**config.mk**
```make
export PLATFORM = sky130hd
export DESIGN_NAME = shift_sequencer
export DESIGN_NICKNAME = d
export VERILOG_FILES = /design/src/rtl/shift_sequencer.sv
export SDC_FILE = /design/constraint.sdc
export NUM_CORES = 1
export LEC_CHECK = 0
export CORE_UTILIZATION = 41
export DETAILED_ROUTE_END_ITERATION = 8
export PLACE_DENSITY = 0.74
export SYNTH_ARGS = -nofsm -noshare
export SYNTH_HDL_FRONTEND = slang
export SYNTH_SLANG_ARGS = --single-unit
```
**constraint.sdc**
```tcl
create_clock -name clk -period 1.2 [get_ports clk]
set_clock_uncertainty 0.15 [all_clocks]
set_input_delay 0.24 -clock clk [delete_from_list [all_inputs] [get_ports clk]]
set_output_delay 0.24 -clock clk [all_outputs]
set_load 0.01 [all_outputs]
```
**src/rtl/shift_sequencer.sv**
```systemverilog
// Sequential shifter: moves the latched operand one bit per clock and pulses done when finished.
// Defining SHIFT_SEQ_ARITH_EN adds the arith input for sign-filling right shifts.
module shift_sequencer (
  input  logic       clk,
  input  logic       rst,
  input  logic       start,
  input  logic       dir,
  input  logic [2:0] amount,
  input  logic [7:0] data_in,
`ifdef SHIFT_SEQ_ARITH_EN
  input  logic       arith,
`endif
  output logic       busy,
  output logic       done,
  output logic [7:0] result,
  output logic       carry_out
);

  typedef enum logic [1:0] {
    IDLE  = 2'd0,
    SHIFT = 2'd1,
    DONE  = 2'd2
  } state_t;

  state_t     state, state_next;
  logic [7:0] work_reg, work_next;
  logic [2:0] count, count_next;
  logic       carry, carry_next;
  logic       dir_q, dir_next;
  logic       fill;
`ifdef SHIFT_SEQ_ARITH_EN
  logic       arith_q, arith_next;
`endif

  always_ff @(posedge clk) begin
    if (rst) begin
      state    <= IDLE;
      work_reg <= 8'h00;
      count    <= 3'd0;
      carry    <= 1'b0;
      dir_q    <= 1'b0;
`ifdef SHIFT_SEQ_ARITH_EN
      arith_q  <= 1'b0;
`endif
    end else begin
      state    <= state_next;
      work_reg <= work_next;
      count    <= count_next;
      carry    <= carry_next;
      dir_q    <= dir_next;
`ifdef SHIFT_SEQ_ARITH_EN
      arith_q  <= arith_next;
`endif
    end
  end

  // Sign fill replicates the current MSB, so it tracks the register as it shifts.
`ifdef SHIFT_SEQ_ARITH_EN
  assign fill = arith_q & work_reg[7];
`else
  assign fill = 1'b0;
`endif

  always_comb begin
    state_next = state;
    work_next  = work_reg;
    count_next = count;
    carry_next = carry;
    dir_next   = dir_q;
`ifdef SHIFT_SEQ_ARITH_EN
    arith_next = arith_q;
`endif
    unique case (state)
      IDLE: begin
        if (start) begin
          work_next  = data_in;
          count_next = amount;
          carry_next = 1'b0;
          dir_next   = dir;
`ifdef SHIFT_SEQ_ARITH_EN
          arith_next = arith;
`endif
          state_next = (amount == 3'd0) ? DONE : SHIFT;
        end
      end
      SHIFT: begin
        if (dir_q) begin
          carry_next = work_reg[7];
          work_next  = {work_reg[6:0], 1'b0};
        end else begin
          carry_next = work_reg[0];
          work_next  = {fill, work_reg[7:1]};
        end
        count_next = count - 3'd1;
        if (count == 3'd1) begin
          state_next = DONE;
        end
      end
      DONE: begin
        state_next = IDLE;
      end
      default: begin
        state_next = IDLE;
      end
    endcase
  end

  assign busy      = (state != IDLE);
  assign done      = (state == DONE);
  assign result    = work_reg;
  assign carry_out = carry;

endmodule
```
==> tab_implementation.tex <==
\begin{tabular}{lr}
\hline
Metric & Value \\
\hline
\multicolumn{2}{l}{\textbf{Logic synthesis}} \\
\quad Post-synthesis cell type with the largest combined area & sky130\_fd\_sc\_hd\_\_dfxtp\_1 \\
\quad Count leader, synth & sky130\_fd\_sc\_hd\_\_dfxtp\_1 \\
\quad Number of nets produced by synthesis & 110 \\
\quad FFs w/ async S/R, synth & 0\% \\
\quad Biggest area contributors in the synthesized netlist & sky130\_fd\_sc\_hd\_\_dfxtp\_1, sky130\_fd\_sc\_hd\_\_a32o\_1, sky130\_fd\_sc\_hd\_\_mux2i\_1 \\
\quad Number of distinct standard cells referenced by the synthesized netlist & 34 \\
\quad EDFF count, synth & 0 \\
\quad Total number of yosys warnings & 0 \\
\quad Average cell area after synthesis & 9.39 um2 \\
\quad Register area share after synthesis & 34.4\% \\
\quad Yosys top cell area share & 34.4\% \\
\quad Ranking of synthesized cells by instance count & sky130\_fd\_sc\_hd\_\_dfxtp\_1, sky130\_fd\_sc\_hd\_\_nand2\_1, sky130\_fd\_sc\_hd\_\_a32o\_1, sky130\_fd\_sc\_hd\_\_mux2i\_1 \\
\quad Cell area after synthesis & 873 um2 \\
\quad Number of synthesized register bits & 15 \\
\quad Gate count of the mapped netlist & 93 \\
\quad Top FF cell, synth & sky130\_fd\_sc\_hd\_\_dfxtp\_1 \\
\multicolumn{2}{l}{\textbf{Routing}} \\
\quad Pre-Repair DR Iteration Count & 4 \\
\quad Post-route DRC & 0 \\
\quad Vias post-DR & approximately 900 \\
\quad Avg WL per Cell & 14.2 um \\
\quad Vias per inst & 5.12 \\
\quad Aggregate routed wire length & 2460 um \\
\quad Number of DRC markers after the initial detailed-route iteration & 19 \\
\quad Residual antenna-violating net count after detailed routing & 0 \\
\multicolumn{2}{l}{\textbf{Clock network}} \\
\quad Number of buffers created by CTS & 3 \\
\quad Later-pin clock latency in the skew report & 0.30 ns \\
\quad TritonCTS clock tree & done \\
\quad CTS H-Tree Depth & 1 \\
\quad Sinks on the clock net & 15 \\
\quad Root buffer cell & sky130\_fd\_sc\_hd\_\_clkbuf\_4 \\
\quad Register clock-pin slew on the reported worst setup and hold paths & 0.09 ns \\
\quad Buffers from clock root to sink, at most & 2 \\
\multicolumn{2}{l}{\textbf{Power}} \\
\quad Power Internal & 1.04 mW \\
\quad Relative contribution of the clock network to total power & a little over a fifth \\
\quad Total leakage power & around 0.60 nW \\
\quad IR drop worst, VDD & a little over 0.7 mV \\
\quad Relative contribution of sequential cells to total power & 38.8\% \\
\quad Switch Pwr & 0.487 mW \\
\quad Switching share of power & 31.9\% \\
\quad Power per cell area & 1060 nW/um2 \\
\quad Gate power share & 40.4\% \\
\quad Total power & around 1.5 mW \\
\multicolumn{2}{l}{\textbf{Global routing}} \\
\quad Total track usage & around a quarter \\
\quad Number of antenna violations at the first check in global routing & 0 \\
\quad Total congestion overflow after global routing & 0 \\
\quad Wire length of the first global-routing pass & between 3000 and 4000 um \\
\quad Vias in the first global route & 833 \\
\quad Pin count of the biggest net entering global routing & 11 \\
\multicolumn{2}{l}{\textbf{Floorplanning}} \\
\quad Die Span X & 48.2 um \\
\quad I/O pin cnt & 26 \\
\quad Core Region & 1980 um2 \\
\quad Die Area & 2320 um2 \\
\quad Initial Util & 44.1\% \\
\quad Floorplan row count & 16 \\
\quad Die Span Y & 48.2 um \\
\multicolumn{2}{l}{\textbf{Job}} \\
\quad Number of maximum-capacitance constraint violations & 0 \\
\multicolumn{2}{l}{\textbf{Placement}} \\
\quad Post-DP HPWL & 1790 um \\
\quad Weighted congestion reported at the end of routability-driven placement & 0.816 \\
\quad \# port buffers & 25 \\
\quad Worst setup timing slack at the placement stage & -0.450 ns \\
\multicolumn{2}{l}{\textbf{Hold path}} \\
\quad Launch instance of the worst min-delay path & carry\_out \\
\quad Worst hold path type & reg -> reg \\
\quad Cell depth of the worst hold path & 2 \\
\multicolumn{2}{l}{\textbf{Timing}} \\
\quad Total of endpoints with negative setup slack in the final report & 16 \\
\quad Min cycle time layout & 1.40 ns \\
\quad Top achievable clock speed & about 0.7 GHz \\
\quad Minimum setup slack in the final design & -0.197 ns \\
\quad Unrepaired setup endpoints after global routing & true \\
\quad Max-slew violation count & 0 \\
\quad Worst Max-Slew Pin Slew & slightly below 0.3 ns \\
\quad Worst max-slew margin expressed relative to the limit & 80.3\% \\
\quad Hold Violations, Final & 0 \\
\quad Period Utilization, post-route & 116\% \\
\multicolumn{2}{l}{\textbf{Layout}} \\
\quad Area grow syn2layout & 64.2\% \\
\quad Multi-input gate area & 574 um2 \\
\quad Net total in the final layout & 164 \\
\quad Share of layout cells above drive strength 1 & 52.1\% \\
\quad N\_diodes & 0 \\
\quad Fillers & 144 \\
\quad Finished Core Util & $\sim$72\% \\
\quad Total area of sequential cells & roughly 320 um2 \\
\multicolumn{2}{l}{\textbf{Run status}} \\
\quad Outcome & finished, violations left \\
\quad Violated checks & setup timing \\
\multicolumn{2}{l}{\textbf{Setup path}} \\
\quad Worst EP required & 0.81 ns \\
\quad Library cell contributing the largest single delay on the critical path & sky130\_fd\_sc\_hd\_\_dfxtp\_2 \\
\quad Critical Path Source Type & flop \\
\quad Flop2flop setup slack & -0.19 ns \\
\quad Maximum single-stage delay on the critical path & between 0.3 and 0.4 ns \\
\quad Worst reg2reg path depth & 4 \\
\quad Type of destination of the critical path & output pin \\
\quad Worst Setup Path Type & reg -> out \\
\quad CP startpoint & state[1] \\
\quad Startpoint of the worst-slack reg-to-reg timing path & state[1] \\
\quad WP data arrival & 1.01 ns \\
\quad Cells along the critical path & or2\_4 > buf\_6 \\
\quad Worst Path Max Fanout & 4 \\
\hline
\end{tabular}
## worst max-delay path: cells and delay by family, from the launching register on
| family | cells | cell delay [ns] |
|---|---|---|
| DFF | 1 | 0.35 |
| and+or+nand+nor | 1 | 0.24 |
| buffers and inverters | 1 | 0.12 |
## cell usage in the layout, fill, tap and decap left out, drive strengths merged, types with 3 or more instances in the layout
| cell | synthesis | final |
|---|---|---|
| a32o | 6 | 6 |
| dfxtp | 15 | 15 |
| nor2 | 3 | 3 |
| clkdlybuf4s50 | 0 | 14 |
| buf | 5 | 40 |
| a21oi | 4 | 4 |
| nand2b | 5 | 5 |
| inv | 4 | 4 |
| clkbuf | 0 | 4 |
| o21ai | 5 | 5 |
| nand2 | 10 | 10 |
| or2b | 3 | 3 |
| nor2b | 3 | 3 |
| nand3b | 4 | 4 |
| mux2i | 6 | 6 |
| a211oi | 4 | 4 |
## state kept, by name, indices dropped and copies added (netlist names)
| name | cells |
|---|---|
| carry_out | 1 |
| result | 8 |
| state | 2 |
| dir_q | 1 |
| count | 3 |
## logic make-up after synthesis
family                     synth area share [%]
AOI/OAI and AO/OA                          22.6
DFF                                        34.4
muxes                                      8.17
buffers and inverters                      6.16
adders and majority gates                  2.86
and+or+nand+nor                            25.8
## timing repair
action | in CTS | in global routing
pin swaps | 15 | 11
cloned | 0 | 0
setup endpoints to repair | 26 | 18
hold buffers | 0 | 0
gates resized for setup | 65 | 10
buffers inserted | 4 | 0
## through the flow
step | TNS, ns | cells | hold WS [ns] | cell area [um2]
after global routing | -3.05 | 173 | 0.368 | 1430
after detailed placement | -6.68 | 165 | 0.319 | 1360
after global placement | -6.14 | 165 | 0.307 | 1360
final | -2.33 | 173 | 0.333 | 1430
after floorplan | -0.0326 | 93 | 0.226 | 913
after CTS | -2.36 | 173 | 0.327 | 1420
## power groups by stage
stage          clock network [mW]  logic, mW  registers [mW]
6_report                    0.317      0.617           0.591
5_1_grt                     0.344      0.666           0.597
4_1_cts                     0.310      0.598           0.590
3_5_place_dp                    0      0.579           0.596
3_3_place_gp                    0      0.564           0.592
2_1_floorplan                   0      0.265           0.627
## layout make-up
class | instances | share of cell area [%]
sequential | 15 | 22.3
clock buffer | 4 | 1.83
timing repair buffer | 54 | 32.5
multi-input combinational | 69 | 40.1
tap | 27 | 2.36
inverter | 4 | 1.05
## routing by layer
layer	routed length (um)	global-route usage, %	vias to the layer above
li1	-	-	444
met1	1130	32.9	421
met2	1220	35.5	16
met3	67	3.33	5
met4	48	10.0	0
met5	0	0	-
## path summary, 6_finish.rpt
kind	to
max	busy
min	carry_out
min reg2reg	carry_out
max reg2reg	result[3]
(Power assumes the default switching activity.)
